===== src/rtl/posit_pkg.sv =====
// Shared posit constants and helpers: default word/exponent widths and a
// ceil(log2) function used to size the regime fields.
package posit_pkg;
  localparam int POSIT_N  = 8;
  localparam int POSIT_ES = 3;

  // ceil(log2(v)); returns 0 for v <= 1.
  function automatic int clog2_f(input int v);
    int r;
    r = 0;
    for (int i = 0; i < 31; i++)
      if ((1 << i) < v) r = i + 1;
    return r;
  endfunction
endpackage


===== src/rtl/alignment_if.sv =====
// Operand/result bundle for the posit alignment stage. The master drives
// decoded operands, the slave (alignment) returns the aligned sum and scale.
interface alignment_if #(
  parameter int N  = posit_pkg::POSIT_N,
  parameter int ES = posit_pkg::POSIT_ES
);
  localparam int RS = posit_pkg::clog2_f(N);
  localparam int M  = N - ES + 3;
  localparam int LW = ES + RS + 1;

  logic signed [N-2:0]  InRemain1, InRemain2;
  logic                 Sign1, Sign2;
  logic signed [RS:0]   RegimeValue1, RegimeValue2;
  logic [ES-1:0]        Exponent1, Exponent2;
  logic [M-1:0]         Mantissa1, Mantissa2;
  logic [N-1:0]         E_diff;
  logic [N-1:0]         Add_Mant;
  logic signed [LW-1:0] LE_O;
  logic [ES-1:0]        E_O;
  logic signed [RS-1:0] R_O;

  modport master (
    output InRemain1, InRemain2, Sign1, Sign2, RegimeValue1, RegimeValue2,
           Exponent1, Exponent2, Mantissa1, Mantissa2,
    input  E_diff, Add_Mant, LE_O, E_O, R_O
  );
  modport slave (
    input  InRemain1, InRemain2, Sign1, Sign2, RegimeValue1, RegimeValue2,
           Exponent1, Exponent2, Mantissa1, Mantissa2,
    output E_diff, Add_Mant, LE_O, E_O, R_O
  );
endinterface


===== src/rtl/alignment_shifter.sv =====
// Right barrel shifter for the small mantissa. Shift amounts of M or more
// flush to zero. Build option ALIGNMENT_STICKY_EN folds every shifted-out
// bit into the result LSB; without it those bits are simply dropped.
module alignment_shifter #(
  parameter int M  = 8,
  parameter int SW = 8
) (
  input  logic [M-1:0]  din_i,
  input  logic [SW-1:0] shamt_i,
  output logic [M-1:0]  dout_o
);
  // Logical shift with saturation to zero, optional sticky OR.
  always_comb begin
    dout_o = '0;
    if (int'(shamt_i) < M) dout_o = din_i >> shamt_i;
`ifdef ALIGNMENT_STICKY_EN
    dout_o[0] = dout_o[0] | (|(din_i & ~({M{1'b1}} << shamt_i)));
`else
    dout_o[0] = dout_o[0];
`endif
  end
endmodule


===== src/rtl/alignment.sv =====
// Posit add/sub alignment stage: picks the larger-scale operand, aligns the
// smaller mantissa to it, adds or subtracts, and registers the magnitude and
// result scale. One-cycle latency, accepts operands every cycle.
// Build option: ALIGNMENT_STICKY_EN (sticky bit on the alignment shift).
module alignment #(
  parameter int N  = posit_pkg::POSIT_N,
  parameter int ES = posit_pkg::POSIT_ES
) (
  input logic       clk,
  input logic       reset,
  alignment_if.slave bus
);
  import posit_pkg::*;

  localparam int RS = clog2_f(N);
  localparam int M  = N - ES + 3;
  localparam int LW = ES + RS + 1;
  localparam int DW = LW + 1;   // scale difference can reach 2*max scale

  logic signed [LW-1:0] le1, le2, le_l, le_s, le_res;
  logic [M-1:0]         m_l, m_s, m_s_sh, res;
  logic [DW-1:0]        diff;
  logic [M:0]           sum;
  logic                 op1_large, same_sign, carry;

  logic [N-1:0]         e_diff_d, e_diff_q, add_d, add_q;
  logic signed [LW-1:0] le_d, le_q;
  logic [ES-1:0]        e_d, e_q;
  logic signed [RS-1:0] r_d, r_q;

  // Remainder fields ride along on the bus but the datapath ignores them.
  logic unused_remain;
  assign unused_remain = ^{bus.InRemain1, bus.InRemain2};

  // Operand scales, large/small selection and scale difference.
  always_comb begin
    le1 = (LW'(bus.RegimeValue1) <<< ES) + LW'(bus.Exponent1);
    le2 = (LW'(bus.RegimeValue2) <<< ES) + LW'(bus.Exponent2);
    op1_large = (le1 > le2) || ((le1 == le2) && (bus.Mantissa1 >= bus.Mantissa2));
    le_l = op1_large ? le1 : le2;
    le_s = op1_large ? le2 : le1;
    m_l  = op1_large ? bus.Mantissa1 : bus.Mantissa2;
    m_s  = op1_large ? bus.Mantissa2 : bus.Mantissa1;
    diff = DW'(le_l) - DW'(le_s);
  end

  alignment_shifter #(.M(M), .SW(DW)) u_shift (
    .din_i   (m_s),
    .shamt_i (diff),
    .dout_o  (m_s_sh)
  );

  // Add/subtract, carry renormalization and scale update.
  always_comb begin
    same_sign = (bus.Sign1 == bus.Sign2);
    if (same_sign) sum = {1'b0, m_l} + {1'b0, m_s_sh};
    else           sum = {1'b0, m_l} - {1'b0, m_s_sh};
    carry  = same_sign & sum[M];
    res    = carry ? sum[M:1] : sum[M-1:0];
    le_res = carry ? le_l + LW'(1) : le_l;
    e_diff_d = N'(diff);
    le_d     = le_res;
    e_d      = le_res[ES-1:0];
    r_d      = RS'(le_res >>> ES);
  end

  // Mantissa output takes the top N bits, padding LSBs if M is narrower.
  if (M >= N) begin : g_trunc
    assign add_d = res[M-1 -: N];
  end else begin : g_pad
    assign add_d = {res, {(N-M){1'b0}}};
  end

  // Output registers; reset overrides capture.
  always_ff @(posedge clk) begin
    if (reset) begin
      e_diff_q <= '0;
      add_q    <= '0;
      le_q     <= '0;
      e_q      <= '0;
      r_q      <= '0;
    end else begin
      e_diff_q <= e_diff_d;
      add_q    <= add_d;
      le_q     <= le_d;
      e_q      <= e_d;
      r_q      <= r_d;
    end
  end

  assign bus.E_diff   = e_diff_q;
  assign bus.Add_Mant = add_q;
  assign bus.LE_O     = le_q;
  assign bus.E_O      = e_q;
  assign bus.R_O      = r_q;
endmodule


===== src/flat_wrapper.sv =====
// flat-port wrapper written by rule: the top's interface ports become plain ports
module alignment_flat import posit_pkg::*;
#(
  parameter int N  = posit_pkg::POSIT_N,
  parameter int ES = posit_pkg::POSIT_ES
)
  (clk, reset, bus_InRemain1, bus_InRemain2, bus_Sign1, bus_Sign2, bus_RegimeValue1, bus_RegimeValue2, bus_Exponent1, bus_Exponent2, bus_Mantissa1, bus_Mantissa2, bus_E_diff, bus_Add_Mant, bus_LE_O, bus_E_O, bus_R_O);
  alignment_if #(.N(N), .ES(ES)) bus_i ();
  input logic clk;
  input logic reset;
  input wire logic [$bits(bus_i.InRemain1)-1:0] bus_InRemain1;
  input wire logic [$bits(bus_i.InRemain2)-1:0] bus_InRemain2;
  input wire logic [$bits(bus_i.Sign1)-1:0] bus_Sign1;
  input wire logic [$bits(bus_i.Sign2)-1:0] bus_Sign2;
  input wire logic [$bits(bus_i.RegimeValue1)-1:0] bus_RegimeValue1;
  input wire logic [$bits(bus_i.RegimeValue2)-1:0] bus_RegimeValue2;
  input wire logic [$bits(bus_i.Exponent1)-1:0] bus_Exponent1;
  input wire logic [$bits(bus_i.Exponent2)-1:0] bus_Exponent2;
  input wire logic [$bits(bus_i.Mantissa1)-1:0] bus_Mantissa1;
  input wire logic [$bits(bus_i.Mantissa2)-1:0] bus_Mantissa2;
  output wire logic [$bits(bus_i.E_diff)-1:0] bus_E_diff;
  output wire logic [$bits(bus_i.Add_Mant)-1:0] bus_Add_Mant;
  output wire logic [$bits(bus_i.LE_O)-1:0] bus_LE_O;
  output wire logic [$bits(bus_i.E_O)-1:0] bus_E_O;
  output wire logic [$bits(bus_i.R_O)-1:0] bus_R_O;
  assign bus_i.InRemain1 = bus_InRemain1;
  assign bus_i.InRemain2 = bus_InRemain2;
  assign bus_i.Sign1 = bus_Sign1;
  assign bus_i.Sign2 = bus_Sign2;
  assign bus_i.RegimeValue1 = bus_RegimeValue1;
  assign bus_i.RegimeValue2 = bus_RegimeValue2;
  assign bus_i.Exponent1 = bus_Exponent1;
  assign bus_i.Exponent2 = bus_Exponent2;
  assign bus_i.Mantissa1 = bus_Mantissa1;
  assign bus_i.Mantissa2 = bus_Mantissa2;
  assign bus_E_diff = bus_i.E_diff;
  assign bus_Add_Mant = bus_i.Add_Mant;
  assign bus_LE_O = bus_i.LE_O;
  assign bus_E_O = bus_i.E_O;
  assign bus_R_O = bus_i.R_O;
  alignment #(.N(N), .ES(ES)) u_core (.clk(clk), .reset(reset), .bus(bus_i));
endmodule

===== config.mk =====
export PLATFORM = sky130hd
export DESIGN_NAME = alignment_flat
export DESIGN_NICKNAME = d
export VERILOG_FILES = /design/src/rtl/posit_pkg.sv /design/src/rtl/alignment_if.sv /design/src/rtl/alignment_shifter.sv /design/src/rtl/alignment.sv /design/src/flat_wrapper.sv
export SDC_FILE = /design/constraint.sdc
export NUM_CORES = 1
export LEC_CHECK = 0
export BUFFER_PORTS_ARGS = -buffer_cell sky130_fd_sc_hd__clkbuf_2
export CORE_ASPECT_RATIO = 1.1
export CORE_MARGIN = 5
export CORE_UTILIZATION = 35
export DETAILED_ROUTE_END_ITERATION = 8
export GPL_TIMING_DRIVEN = 0
export HOLD_SLACK_MARGIN = 0.02
export PLACE_DENSITY = 0.65
export SYNTH_ARGS = -nofsm -noshare
export SYNTH_HDL_FRONTEND = slang
export SYNTH_SLANG_ARGS = --single-unit

===== constraint.sdc =====
create_clock -name clk -period 11 [get_ports clk]
set_input_delay 0.55 -clock clk [delete_from_list [all_inputs] [get_ports clk]]
set_output_delay 0.55 -clock clk [all_outputs]
set_load 0.05 [all_outputs]

==> results.py, run 1 <==
metrics = {
    "synthesis": {
        "synthArstFlopShare_pct": 0,
        "synthDistinctLibCells": 54,
        "yosys_warnings": 0,
        "synth-edff-count": 0,
        "synth_area_leader_cell": "dfxtp_1",
        "synth_nets": 440,
        "synth_area_um2": 2805,
        "netlist.area_leader.share_pct": 16.41,
        "netlist_instances": 365,
        "ys_ff_latch": 23,
        "synth_area_leaders": "dfxtp_1 16%, ha_1 12%, mux2i_1 10%, nor2_1 6.3%, mux4_2 5.6%",
        "synthFlopType": "dfxtp_1",
        "seq_area_frac_synth_pct": 16.41,
        "avgSynthCellArea_um2": 7.685,
    },
    "drt": {
        "vias": 2769,
        "drt_first_pass_iters": 4,
        "initialDrtViolationCount": 138,
        "wl_per_cell_um": 14.20,
        "drt_drc_violations_left": 0,
        "vias_per_cell": 5.137,
        "antenna_left": 0,
        "wl_mm": 7.656,
    },
    "die": {
        "start_util_pct": 35.64,
        "die_w_um": 95.36,
        "core_um2": 7870,
        "fp.dieArea_um2": 9907,
        "ioPinCount": 77,
        "rows": 34,
        "die-height_um": 103.9,
    },
    "timing": {
        "fmax_mhz": 139.7,
        "maxSlewHeadroom_pct": 53.59,
        "finalWorstPathRequiredPeriod_ps": 7157,
        "setup_viol": 0,
        "fin_crit_sh_pct": 65.06,
        "finalMaxSlewViolations": 0,
        "rsz0062_at_grt": "no",
        "setup_tns_ps": 0,
        "worst_slack_ps": 3843,
        "tightest_slew_ps": 691.1,
        "hold_violations": 0,
    },
    "cells_and_area": {
        "layout.nets": 507,
        "syn_to_final_growth_pct": 17.53,
        "final_common_cell": "clkbuf_2",
        "final_layout_size_suffix_gt1_share_pct": 22.51,
        "mostFrequentLayoutCells": "64 x clkbuf_2, 47 x nor2_1, 35 x nand2_1",
        "n_antenna_cell": 0,
        "fin_util_pct": 41.89,
    },
    "critical_path": {
        "worst_path_most_repeated_cell": "a21oi_1",
        "critical-path-max-stage-delay_ps": 520,
        "startpoint_type": "input pin",
        "arrival_ps": 7300,
        "path_class": "in -> reg",
        "cp-end-kind": "flip-flop",
        "crit_slowest_cell": "buf_1",
        "worstPathRequired_ps": 11150,
        "crit_fanout": 10,
    },
    "hold_path": {
        "hold_path_depth": 2,
        "hold_path_class": "in -> reg",
    },
    "global_routing": {
        "antenna_found_initial": 0,
        "first_global_vias": 2558,
        "grt_util_all_layers_pct": 15.37,
        "overflow": 0,
        "grt_pass1_wl_mm": 12.51,
        "grt_max_degree": 14,
    },
    "run": {
        "maxCapViolCount": 0,
    },
    "clock_network": {
        "ctsResizeCount": 0,
        "ctsHoldBuffers": 0,
        "cts-root-buf": "clkbuf_8",
        "post_cts_buffers": 0,
        "clk_transition_reported_paths_ps": 70,
        "htreeDepth": 1,
        "cts_buffers": 3,
        "clock_path_buffers": 2,
        "cts_sinks": 23,
        "cts_tree": "built",
    },
    "pwr": {
        "ir_drop_v": 0.00005429,
        "p_per_area_nw_per_um2": 133.5,
        "p_total_w": 0.0004403,
        "leakagePower_nw": 1.586,
    },
    "place": {
        "portBuffers": 62,
        "gp_congestion": 0.8701,
        "hpwl_mm": 6.548,
        "pre_cts_ws_ps": 3553,
    },
    "run_status": {
        "status": "complete, no violations",
    },
}
## cells in the mapped netlist (2+ instances only)
library cell / instances
a31oi_1: 2
buf_1: 3
o211ai_1: 5
inv_1: 23
dfxtp_1: 23
nand4_1: 2
clkbuf_2: 2
mux2i_1: 28
nor3_1: 4
mux4_2: 7
ha_1: 26
o21bai_1: 4
o31ai_1: 2
a21oi_1: 23
mux2_2: 6
buf_2: 5
nand3_1: 9
and2_1: 5
nand2_1: 35
o21ai_0: 19
a211oi_1: 3
xor2_1: 7
nor3b_1: 2
buf_4: 6
o21a_1: 4
xnor2_1: 14
a21o_1: 3
a22oi_1: 3
nand2b_1: 3
clkbuf_1: 7
nor2_1: 47
nor2b_1: 10
o22a_1: 2
## flip-flops by register name, summed over array words and instances, names as in the netlist
signal / count
u_core.bus.Add_Mant: 8
u_core.bus.E_diff: 8
u_core.bus.LE_O: 3
u_core.bus.E_O: 2
u_core.bus.R_O: 2
## kinds of logic (layout without fill, tap and decap cells)
kind of cell	count (synthesis)	count (layout)	synth area share [%]
flops	23	23	16.41
fa+ha+maj	27	27	12.31
buf+inv	47	113	7.671
compound gates	82	82	18.87
xor+xnor	21	21	6.557
simple gates	124	124	20.16
mux	41	41	18.02
## layout make-up
cell class | instances | area, um^2
Fill cell | 833 | 4573
Multi-Input combinational cell | 295 | 2130
Sequential cell | 23 | 460.4
Timing Repair Buffer | 62 | 310.3
Tap cell | 108 | 135.1
Buffer | 24 | 128.9
Inverter | 23 | 86.33
Clock buffer | 3 | 41.29
Clock inverter | 1 | 5.005
## layer usage
layer  GRT usage [%]  vias to the layer above  wire (um)
li1                -                     1409          -
met4           3.814                        0        107
met3           1.447                        8        411
met1           20.90                     1266       3396
met2           25.76                       86       3741
met5               0                        -          0
## worst max-delay path: cells and delay by family
family                   cells  cell delay, ps
XOR/XNOR                     1              80
adder cells (fa/ha/maj)      3             990
AND/OR/NAND/NOR              4             660
buffers and inverters        6            1830
AO/OA/AOI/OAI               11            2040
multiplexers                 4            1130
## power by group
group           total, W  switching (W)  internal, W
clock network  0.0000486      0.0000234    0.0000252
registers       0.000100     0.00000373    0.0000966
logic           0.000291       0.000188     0.000103
total           0.000440       0.000215     0.000225
## through the flow
| stage | cell area (um^2) | hold slack, ps | std cells |
|---|---|---|---|
| after floorplan | 2805 | 621.6 | 365 |
| after global placement | 3251 | 817.7 | 535 |
| after detailed placement | 3251 | 818.5 | 535 |
| after CTS | 3297 | 557.3 | 539 |
| after global routing | 3297 | 553.1 | 539 |
| final | 3297 | 556.5 | 539 |
## path summary, 6_finish.rpt
path,endpoint,from,slack (ps)
setup / recovery,u_core.bus.Add_Mant[6]$_SDFF_PP0_,bus_RegimeValue2[1],3840
hold / removal,u_core.bus.E_diff[1]$_SDFF_PP0_,reset,560
No activity file was read; power rests on OpenSTA's default activity.
==> run 2: changes to the inputs <==
--- a/config.mk
+++ b/config.mk
@@ -12,7 +12,7 @@
 export DETAILED_ROUTE_END_ITERATION = 8
 export GPL_TIMING_DRIVEN = 0
 export HOLD_SLACK_MARGIN = 0.02
-export PLACE_DENSITY = 0.65
+export PLACE_DENSITY = 0.67
 export SYNTH_ARGS = -nofsm -noshare
 export SYNTH_HDL_FRONTEND = slang
 export SYNTH_SLANG_ARGS = --single-unit
==> constraint.sdc (replaced) <==
create_clock -name clk -period 6.4 [get_ports clk]
set_input_delay 0.32 -clock clk [delete_from_list [all_inputs] [get_ports clk]]
set_output_delay 0.32 -clock clk [all_outputs]
set_load 0.05 [all_outputs]
==> run 2 against run 1 <==
- final area grew 2.5%
- critical path depth increased by 5
- die area unchanged
- core utilization increased by 1.0 points
- clock power up 72%
- flip-flop and latch count unchanged
- wire length fell by 2.1%
- critical path type unchanged
- power increased by 73%
- sequential share of layout area down 0.34 points
==> results.py, run 2 (synthesis results as in run 1) <==
metrics = {
    "place": {
        "hpwl_mm": 6.413,
        "portBuffers": 62,
        "gp_congestion": 0.9023,
    },
    "cells_and_area": {
        "n_antenna_cell": 0,
        "syn_to_final_growth_pct": 20.47,
        "fin_util_pct": 42.94,
        "final_layout_size_suffix_gt1_share_pct": 25.35,
        "mostFrequentLayoutCells": "65 x clkbuf_2, 46 x nor2_1, 35 x nand2_1",
        "layout.nets": 510,
        "final_common_cell": "clkbuf_2",
    },
    "critical_path": {
        "crit_fanout": 10,
        "path_class": "in -> reg",
        "critical-path-max-stage-delay_ps": 450,
        "worstPathRequired_ps": 6550,
        "startpoint_type": "input pin",
        "arrival_ps": 6160,
        "crit_slowest_cell": "fa_2",
        "cp-end-kind": "flip-flop",
    },
    "global_routing": {
        "overflow": 0,
        "antenna_found_initial": 0,
        "first_global_vias": 2601,
        "grt_use_met2_pct": 25.21,
        "grt_util_all_layers_pct": 14.88,
        "grt_pass1_wl_mm": 12.16,
        "met3_usage_pct": 1.302,
        "grtUsageMet1_pct": 19.45,
        "grt_max_degree": 14,
        "grt.busiest_layer": "met2",
    },
    "clock_network": {
        "cts_tree": "built",
        "cts_sinks": 23,
        "htreeDepth": 1,
        "clk_transition_reported_paths_ps": 70,
        "cts-root-buf": "clkbuf_8",
        "clock_path_buffers": 2,
        "cts_buffers": 3,
    },
    "die": {
        "core_um2": 7870,
        "start_util_pct": 35.64,
        "die_w_um": 95.36,
        "fp.dieArea_um2": 9907,
        "rows": 34,
        "die-height_um": 103.9,
        "ioPinCount": 77,
    },
    "drt": {
        "vias_per_cell": 5.100,
        "initialDrtViolationCount": 214,
        "vias": 2764,
        "wl_mm": 7.496,
        "antenna_left": 0,
        "wl_per_cell_um": 13.83,
        "drt_first_pass_iters": 4,
        "drt_drc_violations_left": 0,
    },
    "timing": {
        "finalWorstPathRequiredPeriod_ps": 6010,
        "setup_viol": 0,
        "finalMaxSlewViolations": 0,
        "tightest_slew_ps": 674.7,
        "fmax_mhz": 166.4,
        "fin_crit_sh_pct": 93.91,
        "hold_violations": 0,
        "maxSlewHeadroom_pct": 54.69,
        "setup_tns_ps": 0,
    },
    "run_status": {
        "status": "complete, no violations",
    },
    "hold_path": {
        "worstHoldStart": "reset",
        "hold_path_depth": 2,
        "worstHoldEndpoint": "u_core.bus.E_diff[1]$_SDFF_PP0_",
        "hold_path_class": "in -> reg",
    },
    "pwr": {
        "leakagePower_nw": 1.614,
        "p_per_area_nw_per_um2": 226.0,
        "ir_drop_v": 0.00007563,
    },
    "run": {
        "maxCapViolCount": 0,
    },
}
run 2: through the flow:
stage,hold slack [ps],setup slack (ps),total power (W),instances,area (um^2)
after global placement,591.0,-738.4,0.0006640,535,3251
after global routing,314.1,-60.03,0.0008239,542,3379
final,320.4,389.6,0.0007638,542,3379
after detailed placement,589.3,-758.2,0.0006706,535,3251
after CTS,317.9,135.0,0.0007594,540,3316
after floorplan,391.6,373.3,0.0005593,365,2805
run 2: worst max-delay path by stage:
| stage | start | end | slack [ps] | cells after the start |
|---|---|---|---|---|
| CTS | bus_RegimeValue2[1] | u_core.bus.Add_Mant[6]$_SDFF_PP0_ | 130 | 34 |
| global route | bus_RegimeValue2[2] | u_core.bus.LE_O[5]$_SDFF_PP0_ | -60 | 35 |
| detailed placement | bus_RegimeValue2[1] | u_core.bus.Add_Mant[6]$_SDFF_PP0_ | -760 | 29 |
| floorplan | bus_RegimeValue2[1] | u_core.bus.Add_Mant[0]$_SDFF_PP0_ | 370 | 33 |
| finish | bus_Exponent2[2] | u_core.bus.Add_Mant[6]$_SDFF_PP0_ | 390 | 34 |
| global placement | bus_RegimeValue2[1] | u_core.bus.Add_Mant[6]$_SDFF_PP0_ | -740 | 29 |
run 2: critical path, delay by kind of cell:
family | cells | cell delay (ps)
AOI/OAI and AO/OA | 14 | 2360
adders and majority gates | 4 | 1210
buffers and inverters | 6 | 1050
muxes | 3 | 540
and+or+nand+nor | 7 | 670
run 2: repair_timing:
item                                    in CTS  in global routing
buffers inserted                             1                  2
hold buffers                                 0                  0
pin swaps                                    1                  1
endpoints found under the setup margin      15                 15
hold endpoints to repair                     0                  0
gates resized for setup                      4                 15
gates cloned                                 0                  0
run 2: layout make-up:
class / count / area [um^2]
inverter: 23 / 86.33
fill: 813 / 4491
tap: 108 / 135.1
sequential: 23 / 460.4
multi-input combinational: 295 / 2175
clock inverter: 1 / 5.005
timing repair buffer: 65 / 332.8
buffer: 24 / 143.9
clock buffer: 3 / 41.29
run 2: routing by layer:
metal	share of wire (%)	wire, um
met4	2.0	153
met3	5.1	380
met1	43	3255
met5	0	0
met2	49	3707
run 2: where the power goes:
part	switching, W	internal (W)	total [W]
Sequential	0.00000681	0.000166	0.000173
Clock	0.0000403	0.0000432	0.0000835
Combinational	0.000325	0.000183	0.000507
Total	0.000372	0.000392	0.000764
